==> src/rtl/pipe_pkg.sv <==
// Shared constants and FSM state type for the pipe renderer.
// Contents: visible-area and scroll-span sizes, gap floor, reset values,
// LFSR seed, and the frame-update FSM state enum.
package pipe_pkg;

    localparam int          X_SPAN    = 384;   // horizontal scroll period in columns
    localparam int          VIS_W     = 320;   // visible columns
    localparam int          VIS_H     = 480;   // visible lines
    localparam int          GAP_MIN   = 48;    // lowest gap_top after a wrap
    localparam int          X_STEP    = 96;    // reset spacing between pipes
    localparam logic [8:0]  GAP_RESET = 9'd176;
    localparam logic [15:0] LFSR_SEED = 16'hACE1;

    typedef enum logic [1:0] {
        IDLE = 2'd0,
        UPD  = 2'd1,
        DONE = 2'd2
    } state_t;

endpackage

==> src/rtl/pipe_renderer_lfsr16.sv <==
// 16-bit Fibonacci LFSR, polynomial x^16+x^14+x^13+x^11+1, stepping every clock.
// Ports:
//   clk - clock
//   rst - async active-high reset, loads LFSR_SEED
//   q   - current LFSR state (never all-zero since the seed is non-zero)
module lfsr16
    import pipe_pkg::*;
(
    input  logic        clk,
    input  logic        rst,
    output logic [15:0] q
);

    logic [15:0] q_q;
    logic        fb_d;

    assign fb_d = q_q[15] ^ q_q[13] ^ q_q[12] ^ q_q[10];

    always_ff @(posedge clk or posedge rst) begin
        if (rst) begin
            q_q <= LFSR_SEED;
        end else begin
            q_q <= {q_q[14:0], fb_d};
        end
    end

    assign q = q_q;

endmodule

==> src/rtl/pipe_renderer.sv <==
// Scrolling-pipe renderer: colours each pixel as pipe / background / blank
// through a 2-stage pipeline and scrolls the pipes once per frame.
// Ports:
//   clk, rst                    - clock, async active-high reset
//   pixel_x, pixel_y            - current pixel from the sync generator
//   in_display                  - pixel is in the visible 320x480 area
//   h_sync_in, v_sync_in        - active-low syncs, delayed 2 cycles to *_out
//   run                         - scroll enable
//   r, g, b                     - pixel colour, 2 cycles after the pixel inputs
//   frame_tick                  - one-cycle pulse when the per-frame update ends
//
// FSM states:
//   IDLE | waiting for the falling edge of v_sync_in
//   UPD  | updating pipe idx_q, one pipe per cycle
//   DONE | pulsing frame_tick, then back to IDLE
module pipe_renderer
    import pipe_pkg::*;
#(
    parameter int NUM_PIPES = 4,
    parameter int PIPE_W    = 32,
    parameter int GAP_H     = 128,
    parameter int SPEED     = 2
) (
    input  logic        clk,
    input  logic        rst,
    input  logic [10:0] pixel_x,
    input  logic [8:0]  pixel_y,
    input  logic        in_display,
    input  logic        h_sync_in,
    input  logic        v_sync_in,
    input  logic        run,
    output logic        r,
    output logic        g,
    output logic        b,
    output logic        h_sync_out,
    output logic        v_sync_out,
    output logic        frame_tick
);

    localparam int                IDX_W    = (NUM_PIPES > 1) ? $clog2(NUM_PIPES) : 1;
    localparam logic [IDX_W-1:0]  LAST_IDX = IDX_W'(NUM_PIPES - 1);

    logic [15:0] lfsr;
    logic        lfsr_unused;

    lfsr16 u_lfsr (
        .clk (clk),
        .rst (rst),
        .q   (lfsr)
    );

    // Only the low byte feeds the gap offset.
    assign lfsr_unused = ^lfsr[15:8];

    state_t            state_q;
    logic [IDX_W-1:0]  idx_q;
    logic              vs_prev_q;
    logic              frame_tick_q;
    logic [8:0]        pipe_x_q   [NUM_PIPES];
    logic [8:0]        gap_top_q  [NUM_PIPES];
    logic              frame_start;
    logic [8:0]        x_d;
    logic [8:0]        gap_d;

    assign frame_start = vs_prev_q & ~v_sync_in;

    // Scroll step for the pipe currently selected by idx_q.
    always_comb begin
        x_d   = pipe_x_q[idx_q];
        gap_d = gap_top_q[idx_q];
        if (pipe_x_q[idx_q] >= 9'(SPEED)) begin
            x_d = pipe_x_q[idx_q] - 9'(SPEED);
        end else begin
            x_d   = pipe_x_q[idx_q] + 9'(X_SPAN - SPEED);
            gap_d = 9'(GAP_MIN) + {1'b0, lfsr[7:0]};
        end
    end

    always_ff @(posedge clk or posedge rst) begin
        if (rst) begin
            state_q      <= IDLE;
            idx_q        <= '0;
            vs_prev_q    <= 1'b1;
            frame_tick_q <= 1'b0;
            for (int i = 0; i < NUM_PIPES; i++) begin
                pipe_x_q[i]  <= 9'(X_STEP * i);
                gap_top_q[i] <= GAP_RESET;
            end
        end else begin
            vs_prev_q    <= v_sync_in;
            frame_tick_q <= 1'b0;
            case (state_q)
                IDLE: begin
                    if (frame_start) begin
                        state_q <= UPD;
                        idx_q   <= '0;
                    end
                end
                UPD: begin
                    if (run) begin
                        pipe_x_q[idx_q]  <= x_d;
                        gap_top_q[idx_q] <= gap_d;
                    end
                    if (idx_q == LAST_IDX) begin
                        state_q <= DONE;
                    end else begin
                        idx_q <= idx_q + 1'b1;
                    end
                end
                DONE: begin
                    frame_tick_q <= 1'b1;
                    state_q      <= IDLE;
                end
                default: state_q <= IDLE;
            endcase
        end
    end

    assign frame_tick = frame_tick_q;

    // Stage 1: per-pipe hit flags. Pipes parked at x >= VIS_W are hidden
    // and nothing right of the visible area is ever marked.
    logic [NUM_PIPES-1:0] hit_d;
    logic [NUM_PIPES-1:0] hit_q;
    logic [9:0]           x_end;
    logic [9:0]           y_end;

    always_comb begin
        hit_d = '0;
        x_end = '0;
        y_end = '0;
        for (int i = 0; i < NUM_PIPES; i++) begin
            x_end = {1'b0, pipe_x_q[i]} + 10'(PIPE_W);
            y_end = {1'b0, gap_top_q[i]} + 10'(GAP_H);
            hit_d[i] = (pipe_x_q[i] < 9'(VIS_W)) && (pixel_x < 11'(VIS_W)) &&
                       (pixel_x >= {2'b00, pipe_x_q[i]}) && (pixel_x < {1'b0, x_end}) &&
                       ((pixel_y < gap_top_q[i]) || ({1'b0, pixel_y} >= y_end));
        end
    end

    logic       disp_q;
    logic [1:0] hs_pipe_q;
    logic [1:0] vs_pipe_q;
    logic       r_q, g_q, b_q;

    always_ff @(posedge clk or posedge rst) begin
        if (rst) begin
            hit_q     <= '0;
            disp_q    <= 1'b0;
            hs_pipe_q <= 2'b11;
            vs_pipe_q <= 2'b11;
            r_q       <= 1'b0;
            g_q       <= 1'b0;
            b_q       <= 1'b0;
        end else begin
            hit_q     <= hit_d;
            disp_q    <= in_display;
            hs_pipe_q <= {hs_pipe_q[0], h_sync_in};
            vs_pipe_q <= {vs_pipe_q[0], v_sync_in};
            // Stage 2: pipe is green, background is cyan, blanking is black.
            r_q       <= 1'b0;
            g_q       <= disp_q;
            b_q       <= disp_q & ~(|hit_q);
        end
    end

    assign r          = r_q;
    assign g          = g_q;
    assign b          = b_q;
    assign h_sync_out = hs_pipe_q[1];
    assign v_sync_out = vs_pipe_q[1];

endmodule

==> config.mk <==
export PLATFORM = sky130hd
export DESIGN_NAME = pipe_renderer
export DESIGN_NICKNAME = d
export VERILOG_FILES = /design/src/rtl/pipe_pkg.sv /design/src/rtl/pipe_renderer_lfsr16.sv /design/src/rtl/pipe_renderer.sv
export SDC_FILE = /design/constraint.sdc
export NUM_CORES = 1
export LEC_CHECK = 0
export ABC_AREA = 1
export CAP_MARGIN = 20
export CORE_MARGIN = 2
export CORE_UTILIZATION = 67
export DETAILED_ROUTE_END_ITERATION = 6
export HOLD_SLACK_MARGIN = 0.05
export PLACE_DENSITY = 0.87
export SLEW_MARGIN = 10
export SYNTH_ARGS = -nofsm -noshare
export SYNTH_HDL_FRONTEND = slang
export SYNTH_SLANG_ARGS = --single-unit
==> constraint.sdc <==
create_clock -name clk -period 9.51 [get_ports clk]
set_clock_uncertainty 0.15 [all_clocks]
set_input_delay 1.4265 -clock clk [delete_from_list [all_inputs] [get_ports clk]]
set_output_delay 1.4265 -clock clk [all_outputs]
set_load 0.02 [all_outputs]
# Word-level counts from Yosys, hierarchy flattened
# Index checks and enable logic that the tools add are counted.
# totals
wordCells,115
ff_bits,105
input_bits,26
out_inout_bits,6
# op_classes
order_cmp,24
eq_ne,6
muxes,19
bitwise,8
reduce_logical,27
n_addsub,12
# op_table
cell,count
bitwise mux 36 bit,2
two-way mux 9 bit,7
>= comparator 11 x 9 -> 1 bit,4
less-than comparator 11 x 10 -> 1 bit,4
"adder 9 x 6 -> 10 bit, second input constant",4
"adder 9 x 8 -> 10 bit, second input constant",4
>= comparator 9 x 10 -> 1 bit,4
binary-select mux 9 bit (select 2 bit),2
less-than comparator 9 bit,4
"less-than comparator 9 bit, second input constant",4
demux 9 bit (select 2 bit),1
logical AND 1 bit,17
"less-than comparator 11 x 9 -> 1 bit, second input constant",1
"adder 6 x 8 -> 9 bit, first input constant",1
"adder 9 bit, second input constant",1
">= comparator 9 x 2 -> 1 bit, second input constant",1
"subtractor 9 x 2 -> 9 bit, second input constant",1
two-way mux 2 bit,4
one-hot mux 2 bit (2 select lines),2
"inequality test 2 bit, second input constant",3
"equality test 2 bit, second input constant",2
logical OR 1 bit,4
AND reduction 2 bit,2
OR reduction 4 bit,1
other kinds (12),16

# Logic depth before layout (Yosys ltp)
# Gate-level depths: netlist of run 1.
# logic_depth
word_depth,7
ltp_mapped,17

# Modules after synthesis
# A second synthesis of run 1 with hierarchy kept.
# hier_totals
cells_unflattened,1032
hier_area_um2,7846.3
# modules_own_cells
mod,cells_per_inst,area_each_um2,seq_area_each_um2,n_inst
pipe_renderer,1000,7368.3,2229.6,1
lfsr16,32,478.0,410.4,1

# Worst setup path after synthesis of run 1
# OpenSTA, ideal clock, no wires.
# synth_path
kind,in2reg
start,input pixel_x[10]
end,register hit_q[1]
path_buffers,1
path_stages,7
setup_slack_ps,6744
arrival_time_ps,2499
cell_sequence,clkbuf_1 nor2_1 inv_1 a211oi_1 nand4_1 nand3_1 nor2_1
# synth_between
elab_chain_cells,5
word_cells_on_any_way,7
# synth_rtl
element,line,source
"start, declared",pipe_renderer.sv:26,"input logic [10:0] pixel_x,"
less-than comparator 11 x 9 -> 1 bit,pipe_renderer.sv:135,hit_d[i] = (pipe_x_q[i] < 9'(VIS_W)) && (pixel_x < 11'(VIS_W)) &&
logical AND 1 bit (2 in a row),pipe_renderer.sv:135,
logical AND 1 bit (*) (2 in a row),pipe_renderer.sv:136,"(pixel_x >= {2'b00, pipe_x_q[i]}) && (pixel_x < {1'b0, x_end}) &&"
named net hit_d[1],pipe_renderer.sv:123,logic [NUM_PIPES-1:0] hit_d;
"end signal, assigned",pipe_renderer.sv:156,hit_q <= hit_d;
"end, declared",pipe_renderer.sv:124,logic [NUM_PIPES-1:0] hit_q;
# The timed path passes the listed nets; every way through them passes the cells marked *.
# A chain may end at the register's enable or synchronous reset.

# Final worst setup path of run 1
# layout_path
start,input run
end,register gap_top_q[17] in the netlist's numbering
# layout_between
elab_chain_cells,1
# layout_rtl
element,line,source
"start, declared",pipe_renderer.sv:31,"input logic run,"
AND reduction 2 bit (no line),-,
"end signal, assigned by index",pipe_renderer.sv:102,gap_top_q[idx_q] <= gap_d;
"end, declared",pipe_renderer.sv:60,logic [8:0] gap_top_q [NUM_PIPES];
# Every way passes these cells.

==> impl_metrics.csv, run 1 <==
group,metric,value,unit
status,status,"finished, violations left",
status,violations,"DRC",
clock_network,ctsHtreeMaxLevel,3,
synth,avgSynthCellArea,7.705,um^2
final_layout,final_cell_mix,"267 x nand2_1, 124 x inv_1, 114 x ha_1",
synth,ys_seq_area_frac,0.3317,
flow_run,drv_cap,0,
global_route,antenna_found_initial,0,
global_route,grt_overflow_total,0,
placed_design,place_inst,1186,
synth,syn-cell-area,7959,um^2
sta,tightestPinTransition,0.8759,ns
clock_network,clock-sinks,104,
critical_path,endpoint_kind,"register",
pwr,p_leak,4.292,nW
synth,yosys.area_share.adder,0.1792,
drt,ant_nets,0,
clock_network,cts_resized,0,
sta,finalSetupViolations,0,
sta,clock.fmax,279.1,MHz
synth,synth_top_family_by_area,"simple AND/OR/NAND/NOR gates",
sta,period_share,0.3767,
clock_network,ctsLongestPathBuffers,2,
pwr,combPwrFrac,0.568,
drt,drcViolationCount,2,
clock_network,numCtsBuffers,9,
global_route,grt_pass1_vias,6844,
synth,syn_nets,1173,
placed_design,pre_cts_slack,5.641,ns
floorplanning,initial_core_util,0.6911,
final_layout,fin_nets,1194,
drt,routed_via_density,5.950,
hold_path,hp-start,"u_lfsr.q[9]",
final_layout,antenna_cells,0,
synth,synthMuxAreaShare,0,
synth,yosys.area_share.simple,0.2757,
drt,num_vias,7152,
synth,synth-xor-area-share,0.01871,
pwr,ir_worst_vdd,232.9,uV
synth,synth.distinct_cells,41,
synth,syn_inst,1033,
synth,yosys_warnings,0,
critical_path,crit_required,9.59,ns
critical_path,critPathArrivalTime,3.66,ns
pwr,p_clk_frac,0.144,
critical_path,cp-startpoint,"run",
clock_network,clk_latency,0.35,ns
floorplanning,die_h,113.0,um
global_route,grt_use_total,0.3344,
floorplanning,num_io_pins,32,
placed_design,hpwl,14990,um
placed_design,gp_congestion,0.9429,
placed_design,portBuffers,30,
floorplanning,core-area,11520,um^2
sta,finalWorstSetupSlack,5.928,ns
floorplanning,dieArea,12770,um^2
critical_path,crit_type,"input pin to register",
hold_path,hold_class,"register to register",
clock_network,cts_tree,"built",
pwr,internal-power,1.338,mW
floorplanning,core.rowCount,39,
drt,drt_iter0_drc,556,
synth,ys_ff_latch,104,
global_route,grt_max_degree,73,
floorplanning,die_w,113.0,um
sta,setup_tns,0,ns
clock_network,root_buffer,"clkbuf_16",
clock_network,post_cts.repair.setup_buffers,0,
clock_network,postCtsHoldBufs,0,
pwr,switchingPower,1.310,mW
drt,dr.pass1.iters,7,
critical_path,r2r_end,"gap_top_q[33]",
hold_path,min_to,"u_lfsr.q[10]",
final_layout,synthToLayoutAreaGrowth,8.348,%
hold_path,holdPathStages,0,
sta,max_slew_margin,0.4160,
critical_path,cp-start-kind,"input pin",
final_layout,final_cells,1202,
critical_path,worstReg2RegStart,"idx_q[0]",
global_route,grt_pass1_wl,33870,um
synth,synth_compound_area_frac,0.1111,
pwr,swShare,0.4948,
critical_path,ff2ff_path_depth,15,
pwr,power_density,307.1,nW/um^2
final_layout,layout_commonest_cell,"nand2_1",
pwr,p_seq_frac,0.288,
sta,slew_violations,0,
critical_path,path_max_fanout,19,
sta,rsz0062_at_grt,"false",
final_layout,drive_gt1_frac,0.07365,
final_layout,fin_util,0.7488,
critical_path,reg2reg_slack,6.63,ns
sta,hold_violations,0,
drt,drt_wl_total,20070,um
sta,hold_ws,0.2109,ns
final_layout,nFillCells,895,
drt,post_drt_wl_per_cell,16.70,um
clock_network,path_clk_slew,0.07,ns
sta,fin_crit,3.582,ns
[power groups by stage]
stage	Clock, mW	Combinational [mW]	Sequential, mW
after floorplan	0	1.15	0.709
after global placement	0	1.42	0.759
after detailed placement	0	1.46	0.763
after CTS	0.383	1.48	0.756
after global routing	0.403	1.71	0.779
final	0.380	1.50	0.764
[metal layers]
layer  track usage  up-vias  routed length [um]
met5             0        -                   0
li1              -     3490                   -
met2        0.5016      334                8759
met3        0.1023       55                2008
met4        0.1154        0                 560
met1        0.4649     3273                8740
[critical path, cell delays in order]
cell and delay (ns):
clkdlybuf4s50_1 0.39, nand2_1 0.08, inv_1 0.06, nand2_1 0.54
clkinv_1 0.76, nand3_1 0.30, nand2_1 0.08
[layout make-up]
class / count / area, um^2 / share of cell area
Clock buffer: 10 / 250.2 / 0.02902
Inverter: 132 / 500.5 / 0.05804
Tap cell: 143 / 178.9 / 0.02075
Timing Repair Buffer: 34 / 330.3 / 0.03831
Sequential cell: 104 / 2640 / 0.3062
Clock inverter: 6 / 65.06 / 0.007545
Multi-Input combinational cell: 773 / 4658 / 0.5402
[through the flow]
step	instance area, um^2	total power [mW]
5_1_grt	8623	2.896
3_3_place_gp	8308	2.181
3_5_place_dp	8308	2.225
6_report	8623	2.648
2_1_floorplan	7959	1.861
4_1_cts	8623	2.619
[registers in the layout, summed over array words and instances (netlist names)]
| signal | count |
|---|---|
| pipe_x_q | 36 |
| disp_q | 1 |
| g | 1 |
| hs_pipe_q | 2 |
| frame_tick | 1 |
| hit_q | 4 |
| vs_pipe_q | 2 |
| u_lfsr.q | 16 |
| idx_q | 2 |
| b | 1 |
| state_q | 2 |
| gap_top_q | 36 |
[how the worst max path moves through the flow]
| stage | to | slack, ns | cells past startpoint |
|---|---|---|---|
| 2_1_floorplan | b | 5.25 | 1 |
| 3_3_place_gp | gap_top_q[12] | 5.75 | 7 |
| 3_5_place_dp | gap_top_q[9] | 5.64 | 7 |
| 4_1_cts | gap_top_q[17] | 6.03 | 7 |
| 5_1_grt | pipe_x_q[33] | 5.75 | 7 |
| 6_report | gap_top_q[17] | 5.93 | 7 |
[logic make-up after synthesis]
family,Yosys count
AO/OA/AOI/OAI,163
other,1
adder cells (fa/ha/maj),114
AND/OR/NAND/NOR,478
flip-flops,104
XOR/XNOR,17
buffers and inverters,156
[synthesized netlist by cell type (all sizes together)]
master	n	area, um^2
clkbuf	9	33.78
dfstp	30	788.3
a21oi	68	351.6
nand3b	9	67.56
xor2	8	70.07
conb	1	3.750
ha	114	1426
o21a	1	7.510
and2	1	6.260
o22ai	1	6.260
buf	15	128.9
a22oi	4	30.03
clkinv	3	11.26
nand2	282	1151
a211oi	4	30.03
dfrtp	74	1852
a31oi	1	6.260
nand3	83	450.4
nor4	8	50.05
nor3	15	75.07
nor2	53	220.2
o21ai	71	355.3
a21o	5	37.54
xnor2	9	78.83
inv	129	486.7
o211ai	8	60.06
nor3b	4	30.03
nand4	23	143.9
Power figures use the tool's default switching activity.
==> inputs of run 2 (changes only) <==
- CORE_UTILIZATION: 67 -> 56
- PLACE_DENSITY: 0.87 -> 0.77
- clock period: 9.51 -> 3 ns (I/O delays scaled with it)
==> impl_metrics.csv, run 2 (synthesis results as in run 1) <==
group,metric,value,unit
hold_path,holdPathStages,0,
drt,num_vias,7181,
drt,post_drt_wl_per_cell,16.68,um
critical_path,cp-startpoint,"idx_q[0]",
sta,setup_tns,0,ns
critical_path,timing.critical_path.mode_cell,"nand2_1",
sta,fin_crit,2.539,ns
drt,ant_nets,0,
floorplanning,core.rowCount,43,
global_route,grt_pass1_vias,6828,
final_layout,antenna_cells,0,
drt,drt_wl_total,20880,um
status,status,"complete, no violations",
final_layout,final_cell_mix,"267 x nand2_1, 124 x inv_1, 114 x ha_1",
placed_design,postPlaceCellArea,8478,um^2
clock_network,numCtsBuffers,9,
clock_network,cts_tree,"built",
final_layout,synthToLayoutAreaGrowth,9.967,%
final_layout,layout_commonest_cell,"nand2_1",
sta,hold_violations,0,
floorplanning,initial_core_util,0.5734,
critical_path,worstReg2RegStart,"idx_q[0]",
clock_network,ctsLongestPathBuffers,2,
critical_path,reg2reg_slack,0.46,ns
critical_path,cpPeakStageDelay,0.43,ns
drt,routed_via_density,5.736,
global_route,grt_max_degree,69,
flow_run,drv_cap,0,
hold_path,min_to,"hs_pipe_q[1]",
floorplanning,dieArea,15180,um^2
critical_path,crit_type,"register to register",
critical_path,path_max_fanout,24,
clock_network,cts_resized,0,
clock_network,postCtsHoldBufs,0,
pwr,p_leak,4.330,nW
global_route,grt_overflow_total,0,
clock_network,post_cts.repair.setup_buffers,0,
critical_path,r2r_end,"gap_top_q[33]",
placed_design,gp_congestion,0.9796,
hold_path,hold_class,"register to register",
clock_network,ctsHtreeMaxLevel,3,
critical_path,crit_required,3.09,ns
critical_path,cpMaxStageDelayCell,"dfrtp_1",
sta,clock.fmax,393.9,MHz
clock_network,clock-sinks,104,
drt,dr.pass1.iters,5,
global_route,antenna_found_initial,0,
sta,rsz0062_at_grt,"false",
floorplanning,die_w,123.2,um
floorplanning,die_h,123.2,um
final_layout,final_area,8752,um^2
placed_design,portBuffers,30,
critical_path,path_cells,"inv_4 -> nand2_1 -> nand3_1 -> nand2_2 -> inv_1 -> ha_1 -> inv_1 -> a21oi_4 -> nand2_4 -> nor2_8 -> nand2_4 -> nand2_1 -> nand2_1 -> nand2_1 -> nand2_1",
hold_path,hp-start,"hs_pipe_q[0]",
sta,max_slew_margin,0.5569,
sta,period_share,0.8463,
drt,drt_iter0_drc,655,
critical_path,cp-start-kind,"register",
floorplanning,num_io_pins,32,
final_layout,fin_nets,1207,
critical_path,critPathArrivalTime,2.63,ns
global_route,grt_use_total,0.2923,
sta,slew_violations,0,
final_layout,drive_gt1_frac,0.08302,
placed_design,hpwl,15610,um
clock_network,path_clk_slew,0.07,ns
sta,tightestPinTransition,0.6606,ns
pwr,power_density,956.6,nW/um^2
critical_path,endpoint_kind,"register",
sta,finalSetupViolations,0,
drt,drcViolationCount,0,
pwr,ir_worst_vdd,528.1,uV
critical_path,ff2ff_path_depth,15,
clock_network,clk_latency,0.36,ns
clock_network,root_buffer,"clkbuf_16",
global_route,grt_pass1_wl,34050,um
floorplanning,core-area,13880,um^2
## run 2: worst max-delay path: cells and delay by family (launching register included)
kind / cells / cell delay [ns]
AND/OR/NAND/NOR: 10 / 1.14
flip-flops: 1 / 0.43
AO/OA/AOI/OAI: 1 / 0.16
buffers and inverters: 3 / 0.38
adder cells (fa/ha/maj): 1 / 0.14
## run 2: how the worst max path moves through the flow
stage,cells after the start,endpoint
2_1_floorplan,16,pipe_x_q[25]
3_3_place_gp,8,hit_q[2]
3_5_place_dp,8,hit_q[2]
4_1_cts,8,pipe_x_q[0]
5_1_grt,15,gap_top_q[33]
6_report,15,gap_top_q[33]
## run 2: through the flow
stage          hold slack, ns  utilization  std cells  total power [mW]  setup slack, ns
5_1_grt                0.2122       0.6305       1252             9.162           0.2359
6_report               0.2097       0.6305       1252             8.373           0.4612
4_1_cts                0.2111       0.6305       1252             8.323           0.4569
3_3_place_gp           0.1892       0.6108       1236             7.055           0.4265
2_1_floorplan          0.1812            -       1033             5.901           0.8048
3_5_place_dp           0.1879       0.6108       1236             7.137           0.4088
## run 2: final cells by class
class | instances | area, um^2
Clock buffer | 11 | 232.7
Inverter | 132 | 501.7
Fill cell | 1236 | 5129
Clock inverter | 5 | 41.29
Tap cell | 180 | 225.2
Sequential cell | 104 | 2640
Timing Repair Buffer | 47 | 452.9
Multi-Input combinational cell | 773 | 4658
## run 2: report_power, final
group          switching (mW)  internal (mW)  leakage (nW)
registers               0.485           1.94          1.27
clock network           0.555          0.572         0.128
logic                    3.11           1.72          2.94
## run 2: routing by layer
| layer | GRT usage | share of wire | vias up |
|---|---|---|---|
| met5 | 0 | 0 | - |
| met4 | 0.1009 | 0.020 | 0 |
| met3 | 0.06411 | 0.086 | 35 |
| met2 | 0.4293 | 0.43 | 277 |
| met1 | 0.4253 | 0.47 | 3352 |
| li1 | - | - | 3517 |
